**config.mk**
```make
export PLATFORM = sky130hd
export DESIGN_NAME = spi_sram_port
export DESIGN_NICKNAME = d
export VERILOG_FILES = /design/src/rtl/spi_sram_port.sv
export SDC_FILE = /design/constraint.sdc
export NUM_CORES = 1
export LEC_CHECK = 0
export CAP_MARGIN = 40
export CORE_ASPECT_RATIO = 1.25
export CORE_MARGIN = 2
export CORE_UTILIZATION = 40
export DETAILED_ROUTE_END_ITERATION = 8
export PLACE_DENSITY_LB_ADDON = 0.05
export SLEW_MARGIN = 20
export SYNTH_ARGS = -nofsm -noshare
export SYNTH_HDL_FRONTEND = slang
export SYNTH_SLANG_ARGS = --single-unit
```
**constraint.sdc**
```tcl
create_clock -name clk -period 2.9 [get_ports clk]
set_input_delay 0.58 -clock clk [delete_from_list [all_inputs] [get_ports clk]]
set_output_delay 0.58 -clock clk [all_outputs]
set_load 0.1 [all_outputs]
```
**src/rtl/spi_sram_port.sv**
```systemverilog
// Purpose : serial SRAM master that turns one-word read/write requests into SPI mode-0 transactions.
// Latency : busy for 2*B+1 cycles, where B = 8 + ADDR_BITS + 8*DATA_WIDTH_BYTES bits (+8 for a fast read).
// Backpr. : no queueing. A start is honoured only in IDLE. Starts that arrive while busy are dropped.
//
// Targets a 23LC512-class part in byte-sequential mode (READ 0x03, WRITE 0x02).
// spi_clk_out runs at clk/2. Each bit is phase A (sclk low, new mosi bit) followed by
// phase B (sclk high). spi_miso is sampled on the clk edge that ends phase B.
//
// Optional feature macro: SPI_SRAM_FAST_READ_EN
//   defined   : reads use opcode 0x0B, followed by one 8-bit DUMMY byte (mosi=0, miso ignored).
//   undefined : reads use opcode 0x03 and have no dummy byte.
//
// Ports:
//   clk, rst_n          : clock; synchronous active-low reset.
//   addr_in, data_in    : request address and write data, captured when a start is accepted.
//   start_read/_write   : one-cycle request pulses. The write wins if both are high.
//   data_out            : word from the last completed read. Updates on entry to END.
//   busy                : registered; high from the cycle after acceptance through END.
//   spi_select          : active-low chip select.
//   spi_clk_out         : SPI clock; idles low.
//   spi_mosi            : serial data to the SRAM.
//   spi_miso            : serial data from the SRAM.
module spi_sram_port #(
    parameter int DATA_WIDTH_BYTES = 2,
    parameter int ADDR_BITS        = 16
) (
    input  logic                          clk,
    input  logic                          rst_n,
    input  logic [ADDR_BITS-1:0]          addr_in,
    input  logic [8*DATA_WIDTH_BYTES-1:0] data_in,
    input  logic                          start_read,
    input  logic                          start_write,
    output logic [8*DATA_WIDTH_BYTES-1:0] data_out,
    output logic                          busy,
    output logic                          spi_select,
    output logic                          spi_clk_out,
    output logic                          spi_mosi,
    input  logic                          spi_miso
);

    localparam int DW = 8 * DATA_WIDTH_BYTES;

`ifdef SPI_SRAM_FAST_READ_EN
    localparam int         DUMMY_BITS = 8;
    localparam logic [7:0] OP_READ    = 8'h0B;
`else
    localparam int         DUMMY_BITS = 0;
    localparam logic [7:0] OP_READ    = 8'h03;
`endif
    localparam logic [7:0] OP_WRITE   = 8'h02;

    // The outgoing bit stream is preloaded in one register and shifted out MSB first.
    // Layout: opcode | address | data (writes), or opcode | address | zeros (reads).
    // Any dummy byte and all read-data bits are zeros, so mosi is low in those phases.
    localparam int TXW = 8 + ADDR_BITS + DUMMY_BITS + DW;

    // The per-state bit counter holds (bits remaining - 1). The largest field is 32 bits.
    localparam int             CW        = 5;
    localparam logic [CW-1:0]  CNT_BYTE  = CW'(7);
    localparam logic [CW-1:0]  CNT_ADDR  = CW'(ADDR_BITS - 1);
    localparam logic [CW-1:0]  CNT_DATA  = CW'(DW - 1);

    typedef enum logic [2:0] {
        S_IDLE,
        S_CMD,
        S_ADDR,
`ifdef SPI_SRAM_FAST_READ_EN
        S_DUMMY,
`endif
        S_DATA,
        S_END
    } state_t;

    // The SPI byte order is lowest byte first; each byte is sent MSB first.
    // A byte swap maps the word onto an MSB-first stream, and is its own inverse.
    // The same swap therefore serves the transmit and receive directions.
    function automatic logic [DW-1:0] byte_swap(input logic [DW-1:0] v);
        logic [DW-1:0] r;
        r = '0;
        for (int i = 0; i < DATA_WIDTH_BYTES; i++) begin
            r[8*i +: 8] = v[8*(DATA_WIDTH_BYTES-1-i) +: 8];
        end
        return r;
    endfunction

    state_t           state_q, state_d;
    logic             phase_q, phase_d;       // 0: phase A (sclk low), 1: phase B (sclk high)
    logic [CW-1:0]    cnt_q, cnt_d;
    logic [TXW-1:0]   tx_q, tx_d;
    logic [DW-1:0]    rx_q, rx_d;
    logic             is_wr_q, is_wr_d;
    logic [DW-1:0]    data_out_q, data_out_d;
    logic             busy_q, busy_d;
    logic             sel_q, sel_d;
    logic             sclk_q, sclk_d;
    logic             mosi_q, mosi_d;
    logic [TXW-1:0]   tx_load;

    always_comb begin
        state_d    = state_q;
        phase_d    = phase_q;
        cnt_d      = cnt_q;
        tx_d       = tx_q;
        rx_d       = rx_q;
        is_wr_d    = is_wr_q;
        data_out_d = data_out_q;
        busy_d     = busy_q;
        sel_d      = sel_q;
        sclk_d     = sclk_q;
        mosi_d     = mosi_q;
        tx_load    = '0;

        case (state_q)
            S_IDLE: begin
                busy_d = 1'b0;
                sel_d  = 1'b1;
                sclk_d = 1'b0;
                mosi_d = 1'b0;
                if (start_write || start_read) begin
                    tx_load[TXW-1 -: 8]         = start_write ? OP_WRITE : OP_READ;
                    tx_load[TXW-9 -: ADDR_BITS] = addr_in;
                    if (start_write) begin
                        tx_load[TXW-9-ADDR_BITS -: DW] = byte_swap(data_in);
                    end
                    tx_d    = tx_load;
                    is_wr_d = start_write;
                    state_d = S_CMD;
                    phase_d = 1'b0;
                    cnt_d   = CNT_BYTE;
                    // The first phase A starts in the very next cycle.
                    // Its mosi bit must therefore be loaded now.
                    busy_d  = 1'b1;
                    sel_d   = 1'b0;
                    sclk_d  = 1'b0;
                    mosi_d  = tx_load[TXW-1];
                end
            end

            S_END: begin
                // One deselected cycle guarantees a select-high gap between transactions.
                state_d = S_IDLE;
                busy_d  = 1'b0;
                sel_d   = 1'b1;
                sclk_d  = 1'b0;
                mosi_d  = 1'b0;
            end

            default: begin
                // These are the bit-serial states: CMD, ADDR, optional DUMMY, and DATA.
                if (!phase_q) begin
                    phase_d = 1'b1;
                    sclk_d  = 1'b1;
                end else begin
                    // This edge ends phase B. It is the miso sample point and the bit boundary.
                    phase_d = 1'b0;
                    sclk_d  = 1'b0;
                    tx_d    = tx_q << 1;
                    if (state_q == S_DATA && !is_wr_q) begin
                        rx_d = {rx_q[DW-2:0], spi_miso};
                    end
                    mosi_d = tx_d[TXW-1];
                    if (cnt_q != '0) begin
                        cnt_d = cnt_q - CW'(1);
                    end else begin
                        case (state_q)
                            S_CMD: begin
                                state_d = S_ADDR;
                                cnt_d   = CNT_ADDR;
                            end
                            S_ADDR: begin
`ifdef SPI_SRAM_FAST_READ_EN
                                if (!is_wr_q) begin
                                    state_d = S_DUMMY;
                                    cnt_d   = CNT_BYTE;
                                end else
`endif
                                begin
                                    state_d = S_DATA;
                                    cnt_d   = CNT_DATA;
                                end
                            end
`ifdef SPI_SRAM_FAST_READ_EN
                            S_DUMMY: begin
                                state_d = S_DATA;
                                cnt_d   = CNT_DATA;
                            end
`endif
                            default: begin
                                // The last data bit is done; deselect and go to END.
                                state_d = S_END;
                                sel_d   = 1'b1;
                                mosi_d  = 1'b0;
                                // data_out takes the whole word in one step.
                                // It includes the bit sampled on this same edge.
                                if (!is_wr_q) begin
                                    data_out_d = byte_swap(rx_d);
                                end
                            end
                        endcase
                    end
                end
            end
        endcase
    end

    always_ff @(posedge clk) begin
        if (!rst_n) begin
            state_q    <= S_IDLE;
            phase_q    <= 1'b0;
            cnt_q      <= '0;
            tx_q       <= '0;
            rx_q       <= '0;
            is_wr_q    <= 1'b0;
            data_out_q <= '0;
            busy_q     <= 1'b0;
            sel_q      <= 1'b1;
            sclk_q     <= 1'b0;
            mosi_q     <= 1'b0;
        end else begin
            state_q    <= state_d;
            phase_q    <= phase_d;
            cnt_q      <= cnt_d;
            tx_q       <= tx_d;
            rx_q       <= rx_d;
            is_wr_q    <= is_wr_d;
            data_out_q <= data_out_d;
            busy_q     <= busy_d;
            sel_q      <= sel_d;
            sclk_q     <= sclk_d;
            mosi_q     <= mosi_d;
        end
    end

    assign data_out    = data_out_q;
    assign busy        = busy_q;
    assign spi_select  = sel_q;
    assign spi_clk_out = sclk_q;
    assign spi_mosi    = mosi_q;

endmodule

```
# Word-level counts from Yosys, hierarchy flattened

Index checks and enable logic that the tools add are counted.

Register bits: 85
Input bits: 37
Output and inout port bits: 20
Word-level logic and storage cells: 75

Add/sub/neg operators: 1
Equal/unequal tests: 7
Muxes and demuxes: 30
Bitwise gates (word level): 6
Reductions and logical operators: 20

Operator list:

| operator              | number |
|---|---|
| $mux W39              | 2 |
| $pmux W39 S2          | 1 |
| $mux W16              | 2 |
| $mux W5               | 4 |
| $pmux W3 S2           | 2 |
| $mux W1               | 11 |
| $pmux W5 S2           | 1 |
| $mux W3               | 3 |
| $reduce_and A3 Y1     | 3 |
| $pmux W1 S2           | 4 |
| $eq A3 B2 Y1 const B  | 2 |
| $ne A3 B1 Y1 const B  | 2 |
| $not A1 Y1            | 6 |
| $reduce_and A2 Y1     | 3 |
| $reduce_bool A3 Y1    | 2 |
| $reduce_and A5 Y1     | 1 |
| $reduce_bool A5 Y1    | 1 |
| $sub A5 B1 Y5 const B | 1 |
| $reduce_and A4 Y1     | 1 |
| $reduce_bool A2 Y1    | 2 |
| $reduce_or A2 Y1      | 2 |
| $eq A3 B1 Y1 const B  | 1 |
| $eq A3 B3 Y1 const B  | 1 |
| $logic_not A3 Y1      | 1 |
| other kinds (5)       | 5 |

# Depth between registers and ports, before layout

Gate-level depths: netlist of the first run.

Word-level depth: 6
Depth in mapped cells: 8
Depth with buffers taken out: 6

# Least setup slack after synthesis of the first run

OpenSTA, ideal clock, no wires.

Kind: in2reg
From: in start_write
To: reg cnt_q[3]
Arrival: 1.670 ns
Setup slack: 1.113 ns
Stages: 6
Buffers on the path: 2
Path through: clkbuf_1 > nor2_1 > o21ai_1 > buf_2 > o21ai_0 > a32o_1

Word-level cells in the longest chain between the ends: 3

RTL lines:

| what                        | line | source |
|---|---|---|
| start: declaration          | 32   | `input logic start_write,` |
| $logic_or A1 B1 Y1          | 119  | `if (start_write \|\| start_read) begin` |
| $ne A2 B2 Y1 (no line)      | n/a  |  |
| $reduce_and A4 Y1 (no line) | n/a  |  |
| end signal: assignment      | 222  | `cnt_q <= cnt_d;` |
| end: declaration            | 88   | `logic [CW-1:0] cnt_q, cnt_d;` |

No other way between the ends.
A chain may end at the register's enable or synchronous reset.

# Worst setup path in the final report of the first run

From: reg state_q[0]
To: reg tx_q[17]

Word-level cells in the longest chain between the ends: 3

RTL lines:

| what                                             | line | source |
|---|---|---|
| start: declaration                               | 86   | `state_t state_q, state_d;` |
| start signal: assignment                         | 220  | `state_q <= state_d;` |
| $logic_not A3 Y1 or $eq A3 B3 Y1 (tied branches) | 113  | `case (state_q)` |
| $ne A2 B2 Y1 (no line) (tied with other cells)   | n/a  |  |
| $reduce_and A3 Y1 (no line)                      | n/a  |  |
| end signal: assignment                           | 223  | `tx_q <= tx_d;` |
| end: declaration                                 | 89   | `logic [TXW-1:0] tx_q, tx_d;` |

Several ways; a longest one is shown, not always the timed one.

==> qor.yml, run 1 <==
ys_ff_latch: 85
synth_cells: 432
finalNonFillerCells: 597
p_seq_share_pct: 39.9
clk_latency_ns: 0.33
rsz0062_at_grt: "false"
power_leakage_uw: 0.00216
totalPowerFinal_uw: 3990
p_int_uw: 2610
gp_congestion: 0.724
synth-xor-area-share_pct: 0.230
drtAntennaViolNets: 0
syn2layout_area_growth_pct: 22.8
crit_arrival_ns: 2.40
worst-path-buf-inv: 1
synth_mux_area_share_pct: 4.73
ios: 57
hold_ws_ns: 0.466
hold_viol_final: 0
synth_cell_types: 39
period_share_pct: 75.2
first_pass_iters: 4
finalSetupViolCount: 0
final_area_sq_um: 4680
p_per_area_nw_per_um2: 853
grt_pass1_wl_mm: 13.9
place_area_sq_um: 4380
die_w_um: 91.3
status: "complete, no violations"
cts_max_path_buffers: 2
netlist_area_sq_um: 3810
clock.fmax_mhz: 459
tns_ns: 0
critPathTopFamily: "compound AO/OA/AOI/OAI gates"
grt_max_degree: 41
cts_root_buf: "clkbuf_16"
start_util_pct: 41.3
drc: 0
ys_warn_count: 0
worstMarginPinSlew_ns: 0.807
synth.avg_cell_area_sq_um: 8.82
crit_type: "flop to flop"
ys_seq_area_share_pct: 44.7
tritoncts.num_buffers: 9
final_cell_mix: "nand2_1 (102), dfxtp_1 (85), o211a_1 (51)"
crit_chain: "o21ai_0 -> o21ai_4 -> buf_12 -> o211a_1"
endpoint_kind: "flop"
htreeDepth: 3
combPwrFrac_pct: 31.9
slowest_stage: "o21ai_0"
wl_mm: 8.11
start_kind: "flop"
maxSlewViolCount: 0
synth_fa_ha_area_share_pct: 0.328
yosys.area_share.simple_pct: 22.9
dp_cells: 581
maxSlewHeadroom_pct: 45.6
antenna_found_initial: 0
dieArea_sq_um: 10300
synth_fp_nets: 470
first_iter_violations: 110
switching_power_uw: 1380
hold_path_class: "flop to flop"
cts_tree: "done"
sw_frac_of_total_pct: 34.6
place_hpwl_mm: 5.23
gr-total-overflow: 0
grt_pass1_vias: 2999
dr_total_vias: 3124
path_clk_slew_ns: 0.06
path_max_fanout: 40
clockPowerShare_pct: 28.3
required_ns: 3.12
cts_hold_buf: 0
die_y_um: 113
peakVddDrop_mv: 0.338
coreArea_sq_um: 9220
synth-compound-area-share_pct: 22.2
port_buffers: 56
n_antenna_cell: 0
synth_top_family_by_area: "simple AND/OR/NAND/NOR gates"
grt.total_usage_pct: 16.3
clock_sinks: 85
skew_ns: 0.00686
detail_route.wl_per_cell_um: 13.6
critPathMaxStageDelay_ns: 0.72
fp-row-count: 39
cts_resized: 0
layout-drive-gt1-share_pct: 10.8
post_cts_buffers: 0
drv_cap: 0
layout_min_cycle_time_ns: 2.18
vias_per_cell: 5.23
final_common_cell: "nand2_1"
final_nets: 507
==> Yosys cell counts (all sizes together) <==
cell type / n / area (sq um)
a32oi: 1 / 8.76
nand2: 102 / 383
clkbuf: 23 / 88.8
nor4b: 1 / 15.0
xnor2: 1 / 8.76
inv: 2 / 7.51
buf: 16 / 92.6
or4b: 1 / 13.8
o311a: 1 / 10.0
a2111oi: 1 / 8.76
a21boi: 18 / 135
mux2i: 18 / 180
a21oi: 5 / 25.0
and2: 2 / 12.5
nor3b: 2 / 15.0
a32o: 1 / 10.0
nand3: 50 / 250
nor3: 4 / 20.0
or3: 1 / 6.26
o211ai: 2 / 15.0
ha: 1 / 12.5
nand4b: 1 / 8.76
o211a: 51 / 510
nor2: 8 / 32.5
nor4: 1 / 21.3
dfxtp: 85 / 1700
nand4: 1 / 6.26
a22oi: 6 / 45.0
and4bb: 1 / 12.5
nor2b: 9 / 56.3
nand2b: 2 / 12.5
o21a: 5 / 37.5
o21ai: 8 / 40.0
and3: 1 / 6.26
==> metal layers <==
metal  vias up  track usage, %  wire length (um)  share of wire [%]
met1      1471            20.1              3850                 47
met4         0            7.88               123                1.5
li1       1597               -                 -                  -
met3         8            2.46               226                2.8
met2        48            27.9              3910                 48
met5         -               0                 0                  0
==> flip-flops by register name, summed over array words and instances, names as in the netlist <==
| signal | cells |
|---|---|
| is_wr_q | 1 |
| phase_q | 1 |
| spi_clk_out | 1 |
| cnt_q | 5 |
| rx_q | 16 |
| state_q | 3 |
| spi_select | 1 |
| data_out | 16 |
| spi_mosi | 1 |
| busy | 1 |
| tx_q | 39 |
==> layout make-up <==
| class | instances | area (sq um) |
|---|---|---|
| Fill cell | 870 | 4540 |
| Multi-Input combinational cell | 306 | 1940 |
| Sequential cell | 85 | 1700 |
| Timing Repair Buffer | 65 | 586 |
| Clock buffer | 12 | 246 |
| Tap cell | 123 | 154 |
| Clock inverter | 4 | 47.5 |
| Inverter | 2 | 7.51 |
==> worst min-delay path, cell delays in order (launching register included) <==
cell and delay (ns):
dfxtp_1 0.31, nand2_1 0.05, a21boi_0 0.06
==> path summary, 6_finish.rpt <==
path | from | endpoint | slack (ns) | cells after the start
min | rx_q[15] | rx_q[15] | 0.47 | 2
min reg2reg | rx_q[15] | rx_q[15] | 0.47 | 2
max | state_q[0] | tx_q[17] | 0.72 | 4
max reg2reg | state_q[0] | tx_q[17] | 0.72 | 4
==> kinds of logic after synthesis <==
logic type,after synthesis
XOR/XNOR,1
multiplexers,18
buffers and inverters,41
adder cells (fa/ha/maj),1
AO/OA/AOI/OAI,99
AND/OR/NAND/NOR,187
flip-flops,85
==> power by group through the flow <==
stage               sequential (uW)  combinational (uW)  clock, uW
global placement               1600                1260          0
detailed placement             1610                1290          0
CTS                            1590                1290       1170
global route                   1620                1430       1210
finish                         1590                1270       1130
floorplan                      1640                 952          0
==> through the flow <==
stage / worst slack [ns] / util (%)
4_1_cts: 0.721 / 50.7
6_report: 0.720 / 50.7
3_3_place_gp: 0.534 / 47.5
3_5_place_dp: 0.489 / 47.5
5_1_grt: 0.585 / 50.7
2_1_floorplan: 1.11 / -
Power figures use the tool's default switching activity.
==> run 2, diff against run 1 <==
==> constraint.sdc (replaced) <==
create_clock -name clk -period 1.9 [get_ports clk]
set_input_delay 0.38 -clock clk [delete_from_list [all_inputs] [get_ports clk]]
set_output_delay 0.38 -clock clk [all_outputs]
set_load 0.1 [all_outputs]
==> run 2 against run 1 <==
Against the previous run: non-clock buffer count increased by 20; worst hold slack got worse by 0.12 ns; die area unchanged; critical path type unchanged; critical endpoint is now data_out[10]; largest cell class unchanged.
==> qor.yml, run 2 (synthesis gave the netlist of run 1 again) <==
rrSetupSlack_ns: 0.08  # -0.64 ns
clock_sinks: 85  # unchanged
maxSlewHeadroom_pct: 63.9  # +18 points
clk_latency_ns: 0.34  # about the same
start_util_pct: 41.3  # unchanged
antenna_found_initial: 0  # unchanged
clock.fmax_mhz: 549  # +20%
start_kind: "flop"
drc: 0  # unchanged
gp_congestion: 0.751  # +3.6%
totalPowerFinal_uw: 6310  # +58%
die_y_um: 113  # unchanged
layout_min_cycle_time_ns: 1.82  # -0.359 ns
multi_input_area_sq_um: 1940  # unchanged
path_max_fanout: 8  # -80%
endpoint_kind: "flop"
maxSlewViolCount: 0  # unchanged
wl_mm: 8.60  # +6.1%
hold_end: "spi_select"
fin_util_pct: 54.3  # +3.6 points
coreArea_sq_um: 9220  # unchanged
syn2layout_area_growth_pct: 31.5
dp_cells: 597  # +2.8%
gr-total-overflow: 0  # unchanged
nFillCells: 851  # -2.2%
vias_per_cell: 5.17  # -1.3%
tritoncts.num_buffers: 9  # unchanged
pre_cts_ws_ns: -0.0112  # -0.500 ns
required_ns: 2.13  # -0.99 ns
crit_type: "flop to flop"
layout-drive-gt1-share_pct: 14.6  # +3.8 points
period_share_pct: 95.8  # +21 points
p_per_area_nw_per_um2: 1260  # +48%
skew_ns: 0.00687  # +0.00000583 ns
fp-row-count: 39  # unchanged
seq_area_sq_um: 1700  # unchanged
timing.rr.end: "data_out[10]"
grt_pass1_vias: 3075  # +2.5%
hold_path_class: "input pin to flop"
hold_path.startpoint: "rst_n"
worstMarginPinSlew_ns: 0.541  # -0.266 ns
first_iter_violations: 126  # +15%
rr_startpoint: "cnt_q[0]"
peakVddDrop_mv: 0.534  # +58%
cts_max_path_buffers: 2  # unchanged
drv_cap: 0  # unchanged
drtAntennaViolNets: 0  # unchanged
cts_hold_buf: 0  # unchanged
detail_route.wl_per_cell_um: 13.9  # +2.7%
final_common_cell: "nand2_1"
path_clk_slew_ns: 0.06  # about the same
grt_pass1_wl_mm: 14.0  # +1.0%
crit_arrival_ns: 2.05  # -0.35 ns
regMostFlops: "tx_q"
dr_total_vias: 3187  # +2.0%
port_buffers: 56  # unchanged
worst-r2r-cell-count: 8  # +4
dieArea_sq_um: 10300  # unchanged
final_cell_mix: "nand2_1 (102), dfxtp_1 (85), o211a_1 (51)"
grt.total_usage_pct: 16.7  # +0.41 points
final_nets: 527  # +3.9%
finalSetupViolCount: 0  # unchanged
hold_path_depth: 2  # unchanged
place_hpwl_mm: 5.42  # +3.7%
cts_tree: "done"
n_antenna_cell: 0  # unchanged
largest_register_ffs: 39  # unchanged
ios: 57  # unchanged
htreeDepth: 3  # unchanged
die_w_um: 91.3  # unchanged
finalNonFillerCells: 617  # +3.4%
grt_max_degree: 41  # unchanged
timing.final.ws_setup_ns: 0.0793  # -0.641 ns
cts_root_buf: "clkbuf_16"
power_leakage_uw: 0.00231  # +7.1%
status: "complete, no violations"
rsz0062_at_grt: "false"
hold_viol_final: 0  # unchanged
first_pass_iters: 4  # unchanged
-- run 2: power breakdown --
| group | leakage (uW) | switching, uW | internal [uW] | total [uW] |
|---|---|---|---|---|
| Combinational | 0.00147 | 1270 | 992 | 2260 |
| Clock | 0.000146 | 687 | 990 | 1680 |
| Sequential | 0.000695 | 221 | 2150 | 2370 |
-- run 2: layout make-up --
type / count / area share (%)
clock buffer: 13 / 5.39
clock inverter: 3 / 0.375
inverter: 2 / 0.150
multi-input combinational: 306 / 38.6
sequential: 85 / 34.0
tap: 123 / 3.07
timing repair buffer: 85 / 18.4
-- run 2: worst max-delay path, cell delays in order, from the launching register on --
cell	delay, ns
dfxtp_1	0.33
inv_1	0.06
ha_1	0.15
or4b_4	0.52
nor4_4	0.16
buf_6	0.17
clkbuf_16	0.15
nand2_1	0.05
o211a_1	0.12
-- run 2: worst max path at each step --
stage / slack (ns) / cells past startpoint / to / start
global route: 0.0001 / 5 / rx_q[8] / state_q[2]
detailed placement: -0.01 / 6 / tx_q[16] / start_write
finish: 0.08 / 8 / data_out[10] / cnt_q[0]
global placement: 0.002 / 6 / tx_q[19] / start_write
floorplan: 0.15 / 7 / data_out[5] / cnt_q[0]
CTS: 0.06 / 4 / tx_q[18] / state_q[0]
-- run 2: timing repair --
item                                    4_1_cts  5_1_grt
endpoints found under the setup margin        0        7
resized for setup                             0        1
buffers inserted                              0        1
-- run 2: routing by layer --
layer  vias to the layer above  wire (um)  global-route usage, %
li1                       1642          -                      -
met1                      1481       4000                   20.0
met2                        54       4130                   28.5
met3                        10        333                   4.46
met4                         0        142                   6.67
met5                         -          0                      0
-- run 2: per-stage QoR --
stage / hold WS [ns] / TNS (ns) / area (sq um)
after floorplan: 0.443 / 0 / 3810
after global placement: 0.451 / 0 / 4650
after detailed placement: 0.461 / -0.0465 / 4650
after CTS: 0.345 / 0 / 4940
after global routing: 0.361 / 0 / 5010
final: 0.347 / 0 / 5010
==> run 3, diff against run 2 <==
--- a/config.mk
+++ b/config.mk
@@ -8,9 +8,9 @@
 export CAP_MARGIN = 40
 export CORE_ASPECT_RATIO = 1.25
 export CORE_MARGIN = 2
-export CORE_UTILIZATION = 40
+export CORE_UTILIZATION = 49
 export DETAILED_ROUTE_END_ITERATION = 8
-export PLACE_DENSITY_LB_ADDON = 0.05
+export PLACE_DENSITY = 0.85
 export SLEW_MARGIN = 20
 export SYNTH_ARGS = -nofsm -noshare
 export SYNTH_HDL_FRONTEND = slang
==> run 3 against run 2 <==
Against the previous run: clock power is 24% lower; first-iteration DRC count up 92%; count of clock-buffer cells in the layout is 2 lower; via count is 3.5% higher; largest cell class unchanged; largest power group unchanged.
==> qor.yml, run 3 (synthesis gave the netlist of run 1 again) <==
gp_congestion: 0.805  # +7.2%
worstMarginPinSlew_ns: 0.356  # -0.185 ns
largest_register_ffs: 39  # unchanged
layout-drive-gt1-share_pct: 15.7  # +1.1 points
status: "complete, no violations"
dp_cells: 565  # -5.4%
die_w_um: 82.9  # -9.2%
final_common_cell: "nand2_1"
drv_cap: 0  # unchanged
n_antenna_cell: 0  # unchanged
final_nets: 525  # -0.38%
die_y_um: 103  # -9.3%
ios: 57  # unchanged
first_iter_violations: 242  # +92%
htreeDepth: 3  # unchanged
dr_total_vias: 3298  # +3.5%
period_share_pct: 98.2  # +2.4 points
fp-row-count: 35  # -10%
place_hpwl_mm: 5.43  # +0.11%
hold_ws_ns: 0.393  # +0.0462 ns
hold_path_class: "input pin to flop"
grt_max_degree: 43  # +4.9%
timing.final.ws_setup_ns: 0.0336  # -0.0457 ns
place_area_sq_um: 4620  # -0.73%
syn2layout_area_growth_pct: 28.7
finalSetupViolCount: 0  # unchanged
clock_sinks: 85  # unchanged
final_cell_mix: "nand2_1 (100), dfxtp_1 (83), o211a_1 (51)"
coreArea_sq_um: 7440  # -19%
p_per_area_nw_per_um2: 1210  # -4.3%
power_leakage_uw: 0.00227  # -2.1%
worst-path-buf-inv: 3  # unchanged
final_area_sq_um: 4900  # -2.1%
peakVddDrop_mv: 0.604  # +13%
cts_root_buf: "clkbuf_8"
clock.fmax_mhz: 536  # -2.4%
required_ns: 2.15  # +0.02 ns
gr-total-overflow: 0  # unchanged
path_clk_slew_ns: 0.09  # +0.03 ns
seq_area_sq_um: 1700  # +0.15%
critPathTopFamily: "simple AND/OR/NAND/NOR gates"
use_met2_pct: 35.5  # +6.9 points
rsz0062_at_grt: "true"
grt_pass1_vias: 3130  # +1.8%
detail_route.wl_per_cell_um: 14.2  # +2.1%
finalNonFillerCells: 584  # -5.3%
maxSlewViolCount: 0  # unchanged
cts_max_path_buffers: 2  # unchanged
cts_hold_buf: 0  # unchanged
critPathMaxStageDelay_ns: 0.52  # about the same
multi_input_area_sq_um: 1950  # +0.90%
grt_pass1_wl_mm: 14.0  # -0.49%
clk_latency_ns: 0.35  # about the same
vias_per_cell: 5.65  # +9.3%
top_usage_layer: "met2"
layout_min_cycle_time_ns: 1.87  # +0.0457 ns
regMostFlops: "tx_q"
maxSlewHeadroom_pct: 75.7  # +12 points
endpoint_kind: "flop"
slowest_stage: "or4b_4"
drtAntennaViolNets: 0  # unchanged
hold_viol_final: 0  # unchanged
crit_chain: "inv_2 -> ha_4 -> or4b_4 -> nor4_4 -> buf_6 -> clkbuf_16 -> nand2_1 -> o211a_1"
cts_tree: "done"
crit_type: "flop to flop"
path_max_fanout: 8  # unchanged
met1_usage_pct: 22.5  # +2.5 points
dieArea_sq_um: 8500  # -18%
start_kind: "flop"
skew_ns: 0.0107  # +0.00380 ns
antenna_found_initial: 0  # unchanged
first_pass_iters: 4  # unchanged
pre_cts_ws_ns: 0.0160  # +0.0273 ns
nFillCells: 580  # -32%
grtUsageMet3_pct: 4.24  # -0.22 points
crit_arrival_ns: 2.11  # +0.06 ns
start_util_pct: 51.2  # +9.9 points
port_buffers: 56  # unchanged
drc: 0  # unchanged
wl_mm: 8.32  # -3.3%
tritoncts.num_buffers: 9  # unchanged
grt.total_usage_pct: 19.7  # +3.0 points
[run 3: cell types whose count changed in the layout (fill, tap and decap cells not counted), moves of 2 or more]
cell	previous run	this run
buf_4	32	30
clkbuf_16	11	2
clkbuf_8	3	10
dfxtp_1	85	83
dfxtp_2	0	2
inv_1	2	0
inv_2	0	2
nand2_1	102	100
nand2_2	0	2
[run 3: final cells by class]
type                    instances  share of cell area, %
clock buffers                  11                   2.88
clock inverters                 5                   1.22
inverters                       2                  0.153
multi-input cells             306                   39.8
flip-flops and latches         85                   34.8
well taps                      92                   2.35
repair buffers                 83                   18.8
[run 3: metal layers]
metal  up-vias  share of wire [%]
met1      1568                 43
met2        86                 50
met5         -                  0
met3        13                5.3
met4         0                1.3
li1       1631                  -
[run 3: path summary, 6_finish.rpt]
kind	from	end	slack [ns]	cells past startpoint
min reg2reg	rx_q[15]	rx_q[15]	0.47	2
min	rst_n	spi_select	0.39	2
max	cnt_q[1]	data_out[4]	0.03	8
max reg2reg	cnt_q[1]	data_out[4]	0.03	8
[run 3: repair_timing]
action | CTS | global route
resized for setup | 0 | 9
endpoints found under the setup margin | 0 | 20
setup buffers | 0 | 1
[run 3: report_power, final]
group | internal, uW | switching (uW) | leakage, uW
combinational | 971 | 1290 | 0.00147
clock | 646 | 636 | 0.0000995
sequential | 2150 | 220 | 0.000695
[run 3: stage by stage]
step	utilization [%]	TNS [ns]	power, uW
detailed placement	62.1	0	4620
floorplan	-	0	3960
global route	65.9	-0.359	6300
finish	65.9	0	5910
global placement	62.1	0	4530
CTS	64.8	0	5910
